===== config.mk =====
export PLATFORM = sky130hd
export DESIGN_NAME = axi_wr_slave_engine_flat
export DESIGN_NICKNAME = d
export VERILOG_FILES = /design/src/rtl/axi_wr_slave_engine_if.sv /design/src/rtl/axi_wr_slave_engine.sv /design/src/flat_wrapper.sv
export SDC_FILE = /design/constraint.sdc
export NUM_CORES = 1
export LEC_CHECK = 0
export CORE_MARGIN = 2
export CORE_UTILIZATION = 35
export CTS_CLUSTER_DIAMETER = 150
export DETAILED_ROUTE_END_ITERATION = 8
export PLACE_DENSITY = 0.61
export SYNTH_ARGS = -nofsm -noshare
export SYNTH_HDL_FRONTEND = slang
export SYNTH_SLANG_ARGS = --single-unit
export TNS_END_PERCENT = 30

===== constraint.sdc =====
create_clock -name axi_aclk -period 8.63 [get_ports axi_aclk]
set_input_delay 1.726 -clock axi_aclk [delete_from_list [all_inputs] [get_ports axi_aclk]]
set_output_delay 1.726 -clock axi_aclk [all_outputs]
set_load 0.02 [all_outputs]

===== src/rtl/axi_wr_slave_engine_if.sv =====
// AXI4 write-channel bundle (AW, W, B) between a master and axi_wr_slave_engine.
// Handshake rule on every channel: a transfer happens on the rising edge where valid && ready;
// valid never waits on ready, and payload is held stable while valid=1 and ready=0.
interface axi_wr_slave_engine_if #(
  parameter int IDW = 4,
  parameter int AW  = 32,
  parameter int DW  = 64
);
  logic [IDW-1:0]  s_awid;
  logic [AW-1:0]   s_awaddr;
  logic [7:0]      s_awlen;
  logic [2:0]      s_awsize;
  logic [1:0]      s_awburst;
  logic            s_awvalid;
  logic            s_awready;

  logic [DW-1:0]   s_wdata;
  logic [DW/8-1:0] s_wstrb;
  logic            s_wlast;
  logic            s_wvalid;
  logic            s_wready;

  logic [IDW-1:0]  s_bid;
  logic [1:0]      s_bresp;
  logic            s_bvalid;
  logic            s_bready;

  modport slave (
    input  s_awid, s_awaddr, s_awlen, s_awsize, s_awburst, s_awvalid,
    output s_awready,
    input  s_wdata, s_wstrb, s_wlast, s_wvalid,
    output s_wready,
    output s_bid, s_bresp, s_bvalid,
    input  s_bready
  );

  modport master (
    output s_awid, s_awaddr, s_awlen, s_awsize, s_awburst, s_awvalid,
    input  s_awready,
    output s_wdata, s_wstrb, s_wlast, s_wvalid,
    input  s_wready,
    input  s_bid, s_bresp, s_bvalid,
    output s_bready
  );
endinterface


===== src/rtl/axi_wr_slave_engine.sv =====
// AXI4 write slave: queues AW requests, walks W beats against the head request onto a
// byte-strobed memory write port, and returns in-order B responses with SLVERR on bad bursts.
module axi_wr_slave_engine #(
  parameter int IDW     = 4,
  parameter int AW      = 32,
  parameter int DW      = 64,
  parameter int MAX_OUT = 4
) (
  input  logic                     axi_aclk,
  input  logic                     rst,
  axi_wr_slave_engine_if.slave     axi,
  output logic                     mem_we,
  output logic [AW-1:0]            mem_addr,
  output logic [DW-1:0]            mem_wdata,
  output logic [DW/8-1:0]          mem_wstrb,
  output logic [$clog2(MAX_OUT):0] outstanding,
  output logic                     dbg_w_state
);
  localparam int PW = $clog2(MAX_OUT);
  localparam int CW = PW + 1;
  localparam int SW = DW / 8;
  localparam logic [CW-1:0] MAX_CNT  = CW'(MAX_OUT);
  localparam logic [2:0]    MAX_SIZE = 3'($clog2(SW));

  typedef enum logic {W_FIRST, W_NEXT} w_state_e;

  // AW request queue
  logic [IDW-1:0] aq_id_q    [MAX_OUT];
  logic [AW-1:0]  aq_addr_q  [MAX_OUT];
  logic [7:0]     aq_len_q   [MAX_OUT];
  logic [2:0]     aq_size_q  [MAX_OUT];
  logic [1:0]     aq_burst_q [MAX_OUT];
  logic [PW-1:0]  aq_wr_q, aq_rd_q;
  logic [CW-1:0]  aq_cnt_q;

  // B response queue
  logic [IDW-1:0] bq_id_q   [MAX_OUT];
  logic [1:0]     bq_resp_q [MAX_OUT];
  logic [PW-1:0]  bq_wr_q, bq_rd_q;
  logic [CW-1:0]  bq_cnt_q;

  logic [CW-1:0]  out_q;
  w_state_e       w_state_q, w_state_d;
  logic [7:0]     beat_cnt_q, beat_cnt_d;
  logic [AW-1:0]  cur_addr_q, cur_addr_d;
  logic           err_q, err_d;

  logic           mem_we_q;
  logic [AW-1:0]  mem_addr_q;
  logic [DW-1:0]  mem_wdata_q;
  logic [SW-1:0]  mem_wstrb_q;

  logic aw_fire, w_fire, b_fire;
  logic [IDW-1:0] h_id;
  logic [AW-1:0]  h_addr;
  logic [7:0]     h_len;
  logic [2:0]     h_size;
  logic [1:0]     h_burst;
  logic           cfg_err, last_beat, beat_err, wr_beat, burst_done;
  logic [AW-1:0]  beat_addr;

  assign axi.s_awready = (out_q < MAX_CNT);
  assign axi.s_wready  = (aq_cnt_q != '0);
  assign axi.s_bvalid  = (bq_cnt_q != '0);
  assign axi.s_bid     = axi.s_bvalid ? bq_id_q[bq_rd_q]   : '0;
  assign axi.s_bresp   = axi.s_bvalid ? bq_resp_q[bq_rd_q] : 2'b00;

  assign aw_fire = axi.s_awvalid && axi.s_awready;
  assign w_fire  = axi.s_wvalid  && axi.s_wready;
  assign b_fire  = axi.s_bvalid  && axi.s_bready;

  assign h_id    = aq_id_q[aq_rd_q];
  assign h_addr  = aq_addr_q[aq_rd_q];
  assign h_len   = aq_len_q[aq_rd_q];
  assign h_size  = aq_size_q[aq_rd_q];
  assign h_burst = aq_burst_q[aq_rd_q];

  // WRAP and reserved bursts, and beats wider than the bus, are rejected for the whole burst.
  assign cfg_err    = h_burst[1] || (h_size > MAX_SIZE);
  assign burst_done = w_fire && last_beat;

  always_comb begin
    w_state_d  = w_state_q;
    beat_cnt_d = beat_cnt_q;
    cur_addr_d = cur_addr_q;
    err_d      = err_q;
    beat_addr  = cur_addr_q;
    beat_err   = err_q;
    wr_beat    = 1'b0;
    last_beat  = (beat_cnt_q == h_len);
    if (w_state_q == W_FIRST) begin
      beat_addr = h_addr;
      beat_err  = cfg_err;
    end
    if (axi.s_wlast != last_beat) beat_err = 1'b1;
    if (w_fire) begin
      wr_beat    = !beat_err;
      cur_addr_d = (h_burst == 2'b01) ? beat_addr + (AW'(1) << h_size) : beat_addr;
      if (last_beat) begin
        w_state_d  = W_FIRST;
        beat_cnt_d = '0;
        err_d      = 1'b0;
      end else begin
        w_state_d  = W_NEXT;
        beat_cnt_d = beat_cnt_q + 8'd1;
        err_d      = beat_err;
      end
    end
  end

  always_ff @(posedge axi_aclk) begin
    if (rst) begin
      aq_wr_q     <= '0;
      aq_rd_q     <= '0;
      aq_cnt_q    <= '0;
      bq_wr_q     <= '0;
      bq_rd_q     <= '0;
      bq_cnt_q    <= '0;
      out_q       <= '0;
      w_state_q   <= W_FIRST;
      beat_cnt_q  <= '0;
      cur_addr_q  <= '0;
      err_q       <= 1'b0;
      mem_we_q    <= 1'b0;
      mem_addr_q  <= '0;
      mem_wdata_q <= '0;
      mem_wstrb_q <= '0;
    end else begin
      w_state_q  <= w_state_d;
      beat_cnt_q <= beat_cnt_d;
      cur_addr_q <= cur_addr_d;
      err_q      <= err_d;
      if (aw_fire)    aq_wr_q <= aq_wr_q + 1'b1;
      if (burst_done) aq_rd_q <= aq_rd_q + 1'b1;
      case ({aw_fire, burst_done})
        2'b10:   aq_cnt_q <= aq_cnt_q + CW'(1);
        2'b01:   aq_cnt_q <= aq_cnt_q - CW'(1);
        default: aq_cnt_q <= aq_cnt_q;
      endcase
      if (burst_done) bq_wr_q <= bq_wr_q + 1'b1;
      if (b_fire)     bq_rd_q <= bq_rd_q + 1'b1;
      case ({burst_done, b_fire})
        2'b10:   bq_cnt_q <= bq_cnt_q + CW'(1);
        2'b01:   bq_cnt_q <= bq_cnt_q - CW'(1);
        default: bq_cnt_q <= bq_cnt_q;
      endcase
      case ({aw_fire, b_fire})
        2'b10:   out_q <= out_q + CW'(1);
        2'b01:   out_q <= out_q - CW'(1);
        default: out_q <= out_q;
      endcase
      mem_we_q <= wr_beat;
      if (wr_beat) begin
        mem_addr_q  <= beat_addr;
        mem_wdata_q <= axi.s_wdata;
        mem_wstrb_q <= axi.s_wstrb;
      end
    end
  end

  // Queue storage needs no reset: occupancy counters gate every read.
  always_ff @(posedge axi_aclk) begin
    if (aw_fire) begin
      aq_id_q[aq_wr_q]    <= axi.s_awid;
      aq_addr_q[aq_wr_q]  <= axi.s_awaddr;
      aq_len_q[aq_wr_q]   <= axi.s_awlen;
      aq_size_q[aq_wr_q]  <= axi.s_awsize;
      aq_burst_q[aq_wr_q] <= axi.s_awburst;
    end
    if (burst_done) begin
      bq_id_q[bq_wr_q]   <= h_id;
      bq_resp_q[bq_wr_q] <= beat_err ? 2'b10 : 2'b00;
    end
  end

  assign mem_we      = mem_we_q;
  assign mem_addr    = mem_addr_q;
  assign mem_wdata   = mem_wdata_q;
  assign mem_wstrb   = mem_wstrb_q;
  assign outstanding = out_q;
  assign dbg_w_state = w_state_q;
endmodule


===== src/flat_wrapper.sv =====
// flat-port wrapper written by rule: the top's interface ports become plain ports
module axi_wr_slave_engine_flat 
#(
  parameter int IDW     = 4,
  parameter int AW      = 32,
  parameter int DW      = 64,
  parameter int MAX_OUT = 4
)
  (axi_aclk, rst, mem_we, mem_addr, mem_wdata, mem_wstrb, outstanding, dbg_w_state, axi_s_awid, axi_s_awaddr, axi_s_awlen, axi_s_awsize, axi_s_awburst, axi_s_awvalid, axi_s_awready, axi_s_wdata, axi_s_wstrb, axi_s_wlast, axi_s_wvalid, axi_s_wready, axi_s_bid, axi_s_bresp, axi_s_bvalid, axi_s_bready);
  axi_wr_slave_engine_if #(.IDW(IDW), .AW(AW), .DW(DW)) axi_i ();
  input  logic axi_aclk;
  input  logic rst;
  output logic mem_we;
  output logic [AW-1:0] mem_addr;
  output logic [DW-1:0] mem_wdata;
  output logic [DW/8-1:0] mem_wstrb;
  output logic [$clog2(MAX_OUT):0] outstanding;
  output logic dbg_w_state;
  input wire logic [$bits(axi_i.s_awid)-1:0] axi_s_awid;
  input wire logic [$bits(axi_i.s_awaddr)-1:0] axi_s_awaddr;
  input wire logic [$bits(axi_i.s_awlen)-1:0] axi_s_awlen;
  input wire logic [$bits(axi_i.s_awsize)-1:0] axi_s_awsize;
  input wire logic [$bits(axi_i.s_awburst)-1:0] axi_s_awburst;
  input wire logic [$bits(axi_i.s_awvalid)-1:0] axi_s_awvalid;
  output wire logic [$bits(axi_i.s_awready)-1:0] axi_s_awready;
  input wire logic [$bits(axi_i.s_wdata)-1:0] axi_s_wdata;
  input wire logic [$bits(axi_i.s_wstrb)-1:0] axi_s_wstrb;
  input wire logic [$bits(axi_i.s_wlast)-1:0] axi_s_wlast;
  input wire logic [$bits(axi_i.s_wvalid)-1:0] axi_s_wvalid;
  output wire logic [$bits(axi_i.s_wready)-1:0] axi_s_wready;
  output wire logic [$bits(axi_i.s_bid)-1:0] axi_s_bid;
  output wire logic [$bits(axi_i.s_bresp)-1:0] axi_s_bresp;
  output wire logic [$bits(axi_i.s_bvalid)-1:0] axi_s_bvalid;
  input wire logic [$bits(axi_i.s_bready)-1:0] axi_s_bready;
  assign axi_i.s_awid = axi_s_awid;
  assign axi_i.s_awaddr = axi_s_awaddr;
  assign axi_i.s_awlen = axi_s_awlen;
  assign axi_i.s_awsize = axi_s_awsize;
  assign axi_i.s_awburst = axi_s_awburst;
  assign axi_i.s_awvalid = axi_s_awvalid;
  assign axi_s_awready = axi_i.s_awready;
  assign axi_i.s_wdata = axi_s_wdata;
  assign axi_i.s_wstrb = axi_s_wstrb;
  assign axi_i.s_wlast = axi_s_wlast;
  assign axi_i.s_wvalid = axi_s_wvalid;
  assign axi_s_wready = axi_i.s_wready;
  assign axi_s_bid = axi_i.s_bid;
  assign axi_s_bresp = axi_i.s_bresp;
  assign axi_s_bvalid = axi_i.s_bvalid;
  assign axi_i.s_bready = axi_s_bready;
  axi_wr_slave_engine #(.IDW(IDW), .AW(AW), .DW(DW), .MAX_OUT(MAX_OUT)) u_core (.axi_aclk(axi_aclk), .rst(rst), .axi(axi_i), .mem_we(mem_we), .mem_addr(mem_addr), .mem_wdata(mem_wdata), .mem_wstrb(mem_wstrb), .outstanding(outstanding), .dbg_w_state(dbg_w_state));
endmodule

Yosys cells after proc, flatten, opt, wreduce, memory -nomap -nowiden

Memory sizes are Yosys's and may differ from the RTL's. A register that Yosys moved wholly into a read port is not among the register bits.
Index checks and enable logic that the tools add are counted.

Register bits: 164
Memory bits (writable): 220
Input bits: 127
Output and inout port bits: 118
Logic and storage cells: 89
Memories: 7

Add/sub/neg operators: 12
Order comparisons: 2
Eq/ne operators: 9
Shifts and indexed selects: 1
Muxes and demuxes: 32
Reductions and logical operators: 11

Memories:

| name              | words | bits a word | rd ports | clocked after memory_dff | wr ports | line                      | text |
|---|---|---|---|---|---|---|---|
| u_core.aq_addr_q  | 4     | 32          | 1        | 1                        | 1        | axi_wr_slave_engine.sv:29 | `logic [AW-1:0] aq_addr_q [MAX_OUT];` |
| u_core.aq_len_q   | 4     | 8           | 1        | 1                        | 1        | axi_wr_slave_engine.sv:30 | `logic [7:0] aq_len_q [MAX_OUT];` |
| u_core.aq_id_q    | 4     | 4           | 1        | 1                        | 1        | axi_wr_slave_engine.sv:28 | `logic [IDW-1:0] aq_id_q [MAX_OUT];` |
| u_core.bq_id_q    | 4     | 4           | 1        | 1                        | 1        | axi_wr_slave_engine.sv:37 | `logic [IDW-1:0] bq_id_q [MAX_OUT];` |
| u_core.aq_size_q  | 4     | 3           | 1        | 1                        | 1        | axi_wr_slave_engine.sv:31 | `logic [2:0] aq_size_q [MAX_OUT];` |
| u_core.aq_burst_q | 4     | 2           | 1        | 1                        | 1        | axi_wr_slave_engine.sv:32 | `logic [1:0] aq_burst_q [MAX_OUT];` |
| 1 more memories   | n/a   | n/a         | n/a      | n/a                      | n/a      | n/a                       |  |

Operators by type and width:

| kind                                                                  | count |
|---|---|
| 32-bit 2-to-1 mux                                                     | 2 |
| 32-bit adder                                                          | 1 |
| 2-bit 2-to-1 mux                                                      | 16 |
| 1-bit by 3-bit left shift with 32-bit output, first input constant    | 1 |
| 3-bit case mux with 2 select lines                                    | 3 |
| 3-bit by 1-bit adder with 3-bit output, second input constant         | 3 |
| 1-bit 2-to-1 mux                                                      | 9 |
| 3-bit by 1-bit subtractor with 3-bit output, second input constant    | 3 |
| 2-bit by 1-bit adder with 2-bit output, second input constant         | 4 |
| 8-bit by 1-bit adder with 8-bit output, second input constant         | 1 |
| 2-bit by 1-bit equality test with 1-bit output, second input constant | 4 |
| 8-bit equality test                                                   | 1 |
| 8-bit 2-to-1 mux                                                      | 1 |
| 2-bit equality test, second input constant                            | 3 |
| 2-bit nonzero test                                                    | 3 |
| 3-bit nonzero test                                                    | 2 |
| 1-bit logical AND                                                     | 4 |
| 4-bit 2-to-1 mux                                                      | 1 |
| 3-bit by 2-bit > comparator with 1-bit output, second input constant  | 1 |
| 3-bit less-than comparator, second input constant                     | 1 |
| 1-bit zero test                                                       | 1 |
| 1-bit logical OR                                                      | 1 |
| 1-bit != test                                                         | 1 |

Logic depth before layout (Yosys ltp)

Gate-level depths: netlist (run 1).

Depth in word-level cells: 6
Gate-level depth with buffers: 17
Depth with buffers taken out: 12

Worst setup path before layout (run 1)

Ideal clock, no wire load.

Kind: reg-to-reg
From: register (tool-made name)
To: register u_core.cur_addr_q[24]
Library setup time: 0.120 ns
Data arrival time: 3.799 ns
Data required time: 8.510 ns
Path slack: 4.712 ns
Stages on the path, launching flop included: 16
Path buffers: 5
Period minus slack after synthesis: 3.918 ns
Cell sequence: dfxtp_1 > buf_6 > buf_12 > buf_4 > buf_2 > mux4_2 > nand2_1 > nand2_1 > ha_1 > inv_1 > or4_4 > a31oi_4 > nor2_2 > buf_6 > o311a_1 > a211o_1

RTL lines:

| item                 | line                       | text |
|---|---|---|
| end signal, assigned | axi_wr_slave_engine.sv:131 | `cur_addr_q <= cur_addr_d;` |
| end, declared        | axi_wr_slave_engine.sv:45  | `logic [AW-1:0] cur_addr_q, cur_addr_d;` |

==> flow_summary.ini, run 1 <==
[synthesis]
synth_xor_xnor_area_share_pct = 1.94
muxShareOfSynthArea_pct = 9.44
syn_avg_cell_area_sq_um = 12.2
ys.flop_type = edfxtp_1
synth_fa_ha_area_share_pct = 2.08
synth-simple-area-share_pct = 13.3
synth-async-reset-ratio_pct = 0
yosysWarnings = 0
syn_nets = 1445
synth_top_family_by_area = simple AND/OR/NAND/NOR gates
yosysUniqueCellTypes = 73
synth-seq-cells = 384
netlist_area_sq_um = 15800
yosysSeqAreaShare_pct = 62.4
synth_edf_count = 216
syn_inst = 1295
synth_compound_area_share_pct = 7.70

[clock_tree]
clock-sinks = 384
post_cts_resize_count = 0
clk_latency_ns = 0.56
h-tree-depth = 2
hold_buffers = 0
path_clk_slew_ns = 0.06
cts-buffers-inserted = 40
cts_tree = done
clock_path_buffers = 3
root_buffer = clkbuf_16
post_cts_buffers = 0

[finish]
nets = 1668
final_cell_mix = clkdlybuf4s50_1 (242), nand2_1 (224), edfxtp_1 (216), dfxtp_1 (166), a21oi_1 (104)
synthToLayoutAreaGrowth_pct = 26.5
drive_above_1_share_pct = 9.38
seqCellArea_sq_um = 9850
fin_cells = 2140
multi_input_area_sq_um = 5470
mostFrequentLayoutCell = clkdlybuf4s50_1
num-fill-cells = 4078
finish.utilization_pct = 45.0

[route]
routed_wirelength_mm = 38.7
vias = 10700
dr.first_iter.drc_count = 659
drtPass1Iterations = 5
viasPerCell = 5.00
routedWlPerCell_microns = 18.1
detail-route-antenna-nets = 0
drc = 0

[global_route]
grt_max_degree = 81
grt_first_pass_wirelength_mm = 60.3
gr-total-overflow = 0
antenna_found_initial = 4
grt_pass1_vias = 10600
grtUsageTotal_pct = 16.4

[sta]
maxSlewHeadroom_pct = 38.1
tightestPinTransition_ns = 0.920
clock-skew-final_ns = 0.0214
final.min_clock_period_ns = 4.58
setup_violations = 0
slew_violations = 0
fmax_ghz = 0.218
min_period_over_period_pct = 53.1
rsz0062_at_grt = no
setup_tns_ns = 0
fin_ws_ns = 4.05
hold_viol_final = 0

[hold_path]
worstHoldEndpoint = u_core.mem_wdata[4]
hold-path-cell-count = 2
min_path_type = flop to flop
hold_start = u_core.mem_wdata[4]

[critical_path]
worstSetupStartpointType = flop
endpoint_kind = flop
worstRegToRegCells = 12
worstSetupPathType = flop to flop
r2r_slack_ns = 4.05
cp.required_ns = 9.07
r2r-end = u_core.cur_addr_q[18]
worst-endpoint-arrival_ns = 5.02
crit_fanout = 32

[die]
num_rows = 77
core_area_sq_um = 44400
io_pins = 245
die-area_sq_um = 46800
start_util_pct = 35.5
die_height_microns = 216
die_x_microns = 216

[power]
p_leak_uw = 0.00670
power_uw = 4150
peakVddDrop_v = 0.000117
power.density_nw_per_um2 = 208

[placed_design]
hpwl_mm = 25.9
placedCellCount = 2068
gp_congestion = 0.849
dp_slack_ns = 3.91
io_buffer_count = 243

[outcome]
status = finished, final reports clean

[job]
max-cap-violations = 0
where the power goes:
part / leakage, uW / internal [uW] / total, uW / switching (uW)
Sequential: 0.00334 / 2010 / 2040 / 27.9
Combinational: 0.00272 / 170 / 408 / 238
Clock: 0.000639 / 1000 / 1700 / 697
metrics by stage:
stage / hold slack, ns / cell area, sq um
detailed placement: 0.446 / 18700
CTS: 0.454 / 20000
floorplan: 0.432 / 15800
global route: 0.471 / 20000
global placement: 0.440 / 18700
finish: 0.452 / 20000
sequential cells by signal, indices dropped and copies added (netlist names), 12 cells and up, named ones only:
register,cells
u_core.aq_addr_q,128
u_core.mem_wdata,64
u_core.aq_len_q,32
u_core.cur_addr_q,32
u_core.mem_addr,32
u_core.aq_id_q,16
u_core.bq_id_q,16
u_core.aq_size_q,12
critical path, stage by stage (launching register included):
cell      delay [ns]
dfxtp_2         0.74
buf_4           0.62
mux4_2          0.65
nand2b_1        0.18
nor2_1          0.10
ha_1            0.27
or2_2           0.30
a21oi_1         0.24
nor4b_1         0.09
buf_4           0.16
o21ai_0         0.64
mux2i_1         0.17
a211o_1         0.29
cell families (layout without fill, tap and decap cells):
kind of cell	Yosys count	after routing
buffers and inverters	99	350
adders and majority gates	24	24
DFF	384	384
xor gates and xnor gates	35	35
and+or+nand+nor	464	464
other	1	3
muxes	90	90
AOI/OAI and AO/OA	198	198
cell usage after synthesis (all sizes together) (21+ instances only):
library cell	number	area [sq um]
mux2i	39	394
nand2	224	841
clkbuf	49	184
nor3	21	105
mux4	46	1040
edfxtp	216	6490
dfxtp	168	3360
nor2	101	382
inv	22	82.6
o21ai	23	115
a21oi	104	521
nand3	33	165
buf	27	223
layout make-up:
cell class	count	area share [%]
Antenna cell	2	0.0251
Timing Repair Buffer	257	12.7
Clock buffer	46	5.33
Clock inverter	24	1.11
Multi-Input combinational cell	812	27.4
Inverter	23	0.432
Sequential cell	384	49.3
Tap cell	592	3.71
metal layers:
layer,vias to the layer above,wire [microns],GRT usage [%]
li1,5140,-,-
met2,316,17800,26.7
met1,5192,17400,21.7
met5,-,27,0
met3,56,2410,3.82
met4,4,967,5.41
worst max-delay path by stage:
stage / from / to / slack [ns] / cells after the start
3_3_place_gp: axi_s_wvalid / u_core.mem_addr[12] / 3.99 / 8
2_1_floorplan: flop / u_core.cur_addr_q[24] / 4.71 / 15
6_report: flop / u_core.cur_addr_q[18] / 4.05 / 12
4_1_cts: flop / u_core.cur_addr_q[18] / 4.03 / 12
5_1_grt: flop / u_core.cur_addr_q[21] / 3.66 / 12
3_5_place_dp: axi_s_wvalid / u_core.mem_addr[8] / 3.91 / 8
Note: power is estimated with default switching activity, not from simulation.
==> inputs of run 2 (changes only) <==
Clock period 8.63 ns to 4.8 ns, I/O delays scaled along.
==> run 2 against run 1 <==
Hold slack hardly changed. Global-route usage grew 0.33 points. Count of clock-buffer cells in the layout increased by 8. Sequential share of layout area shrank 0.43 points. Critical path depth shrank 2. Largest power group unchanged. Power is 82% higher. Setup slack got worse by 3.5 ns. First-iteration DRC count is 17% higher. Clock skew is 0.0045 ns lower.
==> flow_summary.ini, run 2 (same netlist as run 1, synthesis figures left out) <==
[sta]
slew_violations = 0
whs_ns = 0.452
fmax_ghz = 0.237
clock-skew-final_ns = 0.0170
min_period_over_period_pct = 88.0
setup_violations = 0
tightestPinTransition_ns = 0.939
rsz0062_at_grt = no
hold_viol_final = 0
setup_tns_ns = 0
maxSlewHeadroom_pct = 37.4
final.min_clock_period_ns = 4.22
fin_ws_ns = 0.578

[power]
seqPwrFrac_pct = 48.7
switching_share_pct = 23.3
p_int_uw = 5770
switchingPower_uw = 1760
p_clk_share_pct = 41.4
peakVddDrop_v = 0.000207
p_comb_share_pct = 9.9
power.density_nw_per_um2 = 374
p_leak_uw = 0.00681

[hold_path]
hold-path-cell-count = 2
hold_start = u_core.mem_wdata[39]
worstHoldEndpoint = u_core.mem_wdata[39]
min_path_type = flop to flop

[die]
start_util_pct = 35.5
die_height_microns = 216
core_area_sq_um = 44400
die_x_microns = 216
die-area_sq_um = 46800
io_pins = 245
num_rows = 77

[route]
viasPerCell = 5.00
detail-route-antenna-nets = 0
vias = 10800
routed_wirelength_mm = 39.4
routedWlPerCell_microns = 18.2
dr.first_iter.drc_count = 768
drtPass1Iterations = 5
drc = 0

[critical_path]
r2r_slack_ns = 0.58
worstRegToRegCells = 10
crit_fanout = 26
worstSetupPathType = flop to flop
worst-endpoint-arrival_ns = 4.70
cp.required_ns = 5.28
endpoint_kind = flop
worstSetupStartpointType = flop
r2r-end = u_core.cur_addr_q[20]

[clock_tree]
post_cts_resize_count = 0
clock-sinks = 384
post_cts_buffers = 0
hold_buffers = 0
clk_latency_ns = 0.56
root_buffer = clkbuf_16
h-tree-depth = 2
cts_tree = done
path_clk_slew_ns = 0.06
cts-buffers-inserted = 42
clock_path_buffers = 3

[global_route]
grtUsageTotal_pct = 16.8
gr-total-overflow = 0
antenna_found_initial = 3
grt_max_degree = 77
grt_first_pass_wirelength_mm = 61.2
grt_pass1_vias = 10800

[job]
max-cap-violations = 0

[placed_design]
hpwl_mm = 27.3
gp_congestion = 0.865
io_buffer_count = 243
dp_slack_ns = 0.653

[outcome]
status = finished, final reports clean

[finish]
drive_above_1_share_pct = 10.4
final_cell_mix = clkdlybuf4s50_1 (242), nand2_1 (224), edfxtp_1 (216), dfxtp_1 (166), a21oi_1 (104)
num-fill-cells = 4012
largest_register_ffs = 128
nets = 1683
mostFrequentLayoutCell = clkdlybuf4s50_1
largest_register = u_core.aq_addr_q
synthToLayoutAreaGrowth_pct = 27.7
==> run 2: changes by cell type in the layout (fill, tap and decap cells not counted), moves of 4 or more <==
cell and delta:
clkinv_2 +5, clkbuf_16 +4, and2_4 -4, buf_4 +11, and2_2 +4, clkbuf_1 +4
==> run 2: worst max path at each step <==
| stage | startpoint | endpoint | slack [ns] | cells after the start |
|---|---|---|---|---|
| floorplan | flop | u_core.cur_addr_q[24] | 0.88 | 15 |
| global placement | flop | u_core.cur_addr_q[16] | 0.76 | 10 |
| detailed placement | flop | u_core.cur_addr_q[20] | 0.65 | 10 |
| CTS | flop | u_core.cur_addr_q[20] | 0.61 | 10 |
| global route | flop | u_core.cur_addr_q[20] | 0.18 | 10 |
| finish | flop | u_core.cur_addr_q[20] | 0.58 | 10 |
==> run 2: critical path: stages (launching register included) <==
cell,delay (ns)
dfxtp_2,0.95
mux4_2,0.67
nand2b_1,0.19
nor2_1,0.12
ha_1,0.25
or2_2,0.15
a21oi_1,0.10
nor4b_1,0.70
o21ai_0,0.45
or3_1,0.41
a31oi_1,0.17
==> run 2: metal layers <==
metal | track usage [%] | wire, microns | up-vias
met5 | 0 | 27 | -
met4 | 5.75 | 979 | 4
met3 | 4.01 | 2690 | 63
met2 | 27.5 | 18600 | 350
met1 | 21.7 | 17200 | 5212
li1 | - | - | 5170
==> run 2: layout make-up <==
class,instances,area [sq um],share of cell area (%)
sequential,384,9850,48.9
tap,592,741,3.68
multi-input combinational,812,5460,27.1
timing repair buffer,270,2660,13.2
clock buffer,54,1180,5.86
inverter,23,86.3,0.428
clock inverter,24,165,0.820
antenna,2,5.00,0.0248
==> run 2: per-stage QoR <==
stage               util (%)  area [sq um]  power [uW]  instances
finish                  45.4         20200        7530       2161
global route            45.4         20100        7830       2159
CTS                     45.4         20100        7640       2159
detailed placement      42.3         18800        4490       2081
global placement        42.3         18800        4470       2081
floorplan                  -         15800        4140       1295
==> run 2: power groups by stage <==
| stage | registers [uW] | logic [uW] | clock network [uW] |
|---|---|---|---|
| after floorplan | 3750 | 388 | 0 |
| after global placement | 3730 | 740 | 0 |
| after detailed placement | 3740 | 750 | 0 |
| after CTS | 3670 | 754 | 3220 |
| after global routing | 3680 | 817 | 3330 |
| final | 3670 | 749 | 3110 |
==> inputs of run 3 (changes only) <==
Settings changed: PLACE_DENSITY 0.61 to 0.68.
==> run 3 against run 2 <==
Sequential cell count is the same. Utilization fell by 0.21 points. Cell count shrank 0.37%. Design area is 0.47% lower. Sequential share of layout area grew 0.23 points. Critical path type unchanged. Critical path depth unchanged. Global-route usage shrank 0.33 points. Highest routed layer unchanged. Count of clock-buffer cells in the layout up 7. Largest cell class unchanged. Clock skew hardly changed. Non-clock buffer count down 5.
==> flow_summary.ini, run 3 (same netlist as run 1, synthesis figures left out) <==
[sta]
hold_viol_final = 0
setup_violations = 0
fmax_ghz = 0.242
tightestPinTransition_ns = 1.11
clock-skew-final_ns = 0.0174
setup_tns_ns = 0
rsz0062_at_grt = no
maxSlewHeadroom_pct = 25.5
slew_violations = 0
final.min_clock_period_ns = 4.13
min_period_over_period_pct = 86.1

[route]
detail-route-antenna-nets = 0
routed_wirelength_mm = 39.1
drtPass1Iterations = 5
routedWlPerCell_microns = 18.2
drc = 0
vias = 10800
viasPerCell = 5.01
dr.first_iter.drc_count = 789

[die]
die_x_microns = 216
die-area_sq_um = 46800
core_area_sq_um = 44400
start_util_pct = 35.5
io_pins = 245
num_rows = 77
die_height_microns = 216

[job]
max-cap-violations = 0

[power]
p_int_uw = 5700
p_comb_share_pct = 9.9
switchingPower_uw = 1720
seqPwrFrac_pct = 49.4
switching_share_pct = 23.2
p_leak_uw = 0.00674
p_clk_share_pct = 40.6
peakVddDrop_v = 0.000215
power.density_nw_per_um2 = 370

[clock_tree]
path_clk_slew_ns = 0.06
clock-sinks = 384
post_cts_resize_count = 0
cts-buffers-inserted = 41
post_cts_buffers = 0
hold_buffers = 0
clk_latency_ns = 0.54
clock_path_buffers = 3
h-tree-depth = 2
root_buffer = clkbuf_16
cts_tree = done

[critical_path]
worstSetupPathType = flop to flop
worst-endpoint-arrival_ns = 4.58
endpoint_kind = flop
crit_fanout = 26
cp.required_ns = 5.25
worstSetupStartpointType = flop

[global_route]
grt_first_pass_wirelength_mm = 60.4
grt_max_degree = 83
antenna_found_initial = 5
grtUsageTotal_pct = 16.4
gr-total-overflow = 0
grt_pass1_vias = 10800

[finish]
finalInstanceArea_sq_um = 20100
mostFrequentLayoutCell = clkdlybuf4s50_1
largest_register_ffs = 128
largest_register = u_core.aq_addr_q
nets = 1677
final_cell_mix = clkdlybuf4s50_1 (242), nand2_1 (224), edfxtp_1 (216), dfxtp_1 (166), a21oi_1 (104)
drive_above_1_share_pct = 9.88
synthToLayoutAreaGrowth_pct = 27.1

[hold_path]
min_path_type = flop to flop
hold_start = u_core.mem_addr[20]

[placed_design]
hpwl_mm = 26.7
placed_area_sq_um = 18800
io_buffer_count = 243
gp_congestion = 0.868

[outcome]
status = finished, final reports clean
[run 3: cell types whose count changed in the layout (fill, tap and decap cells not counted), sizes merged]
cell,change
inv,+2
buf,-5
clkinv,-14
clkbuf,+7
clkinvlp,+2
[run 3: power groups by stage]
stage	logic [uW]	registers [uW]	clock network, uW
2_1_floorplan	388	3750	0
6_report	737	3670	3020
4_1_cts	743	3670	3090
3_5_place_dp	739	3740	0
3_3_place_gp	725	3730	0
5_1_grt	804	3680	3240
[run 3: metal layers]
layer  global-route usage (%)  wire length, microns
met1                     20.1                 16200
met2                     27.9                 18600
met3                     4.65                  3110
met4                     5.46                  1130
met5                        0                    42
[run 3: through the flow]
stage	utilization (%)	std cells	hold slack [ns]	total power (uW)	setup WS [ns]
after floorplan	-	1295	0.432	4140	0.882
after global placement	42.2	2076	0.440	4450	0.774
after detailed placement	42.2	2076	0.446	4470	0.617
after CTS	45.1	2151	0.455	7500	0.564
after global routing	45.2	2152	0.476	7720	0.228
final	45.2	2153	0.452	7420	0.668
[run 3: final timing paths]
check,endpoint,slack (ns),cells past startpoint
max reg2reg,u_core.cur_addr_q[16],0.67,10
max,u_core.cur_addr_q[16],0.67,10
min reg2reg,u_core.mem_addr[20],0.45,2
min,u_core.mem_addr[20],0.45,2
[run 3: worst max-delay path, cell delays in order (launching register included)]
cell and delay [ns]:
dfxtp_2 0.95, mux4_2 0.70, nor3b_1 0.42, fa_1 0.29, a21o_1 0.19, nand2_1 0.06, or3_1 0.38, a31oi_4 0.24
o21ai_0 0.23, or3_1 0.39, a31oi_1 0.18
[run 3: layout make-up]
type,instances,area (sq um)
sequential,384,9850
inverter,23,86.3
clock buffer,61,1150
fill,3987,24400
timing repair buffer,265,2620
clock inverter,14,135
antenna,2,5.00
tap,592,741
multi-input combinational,812,5460
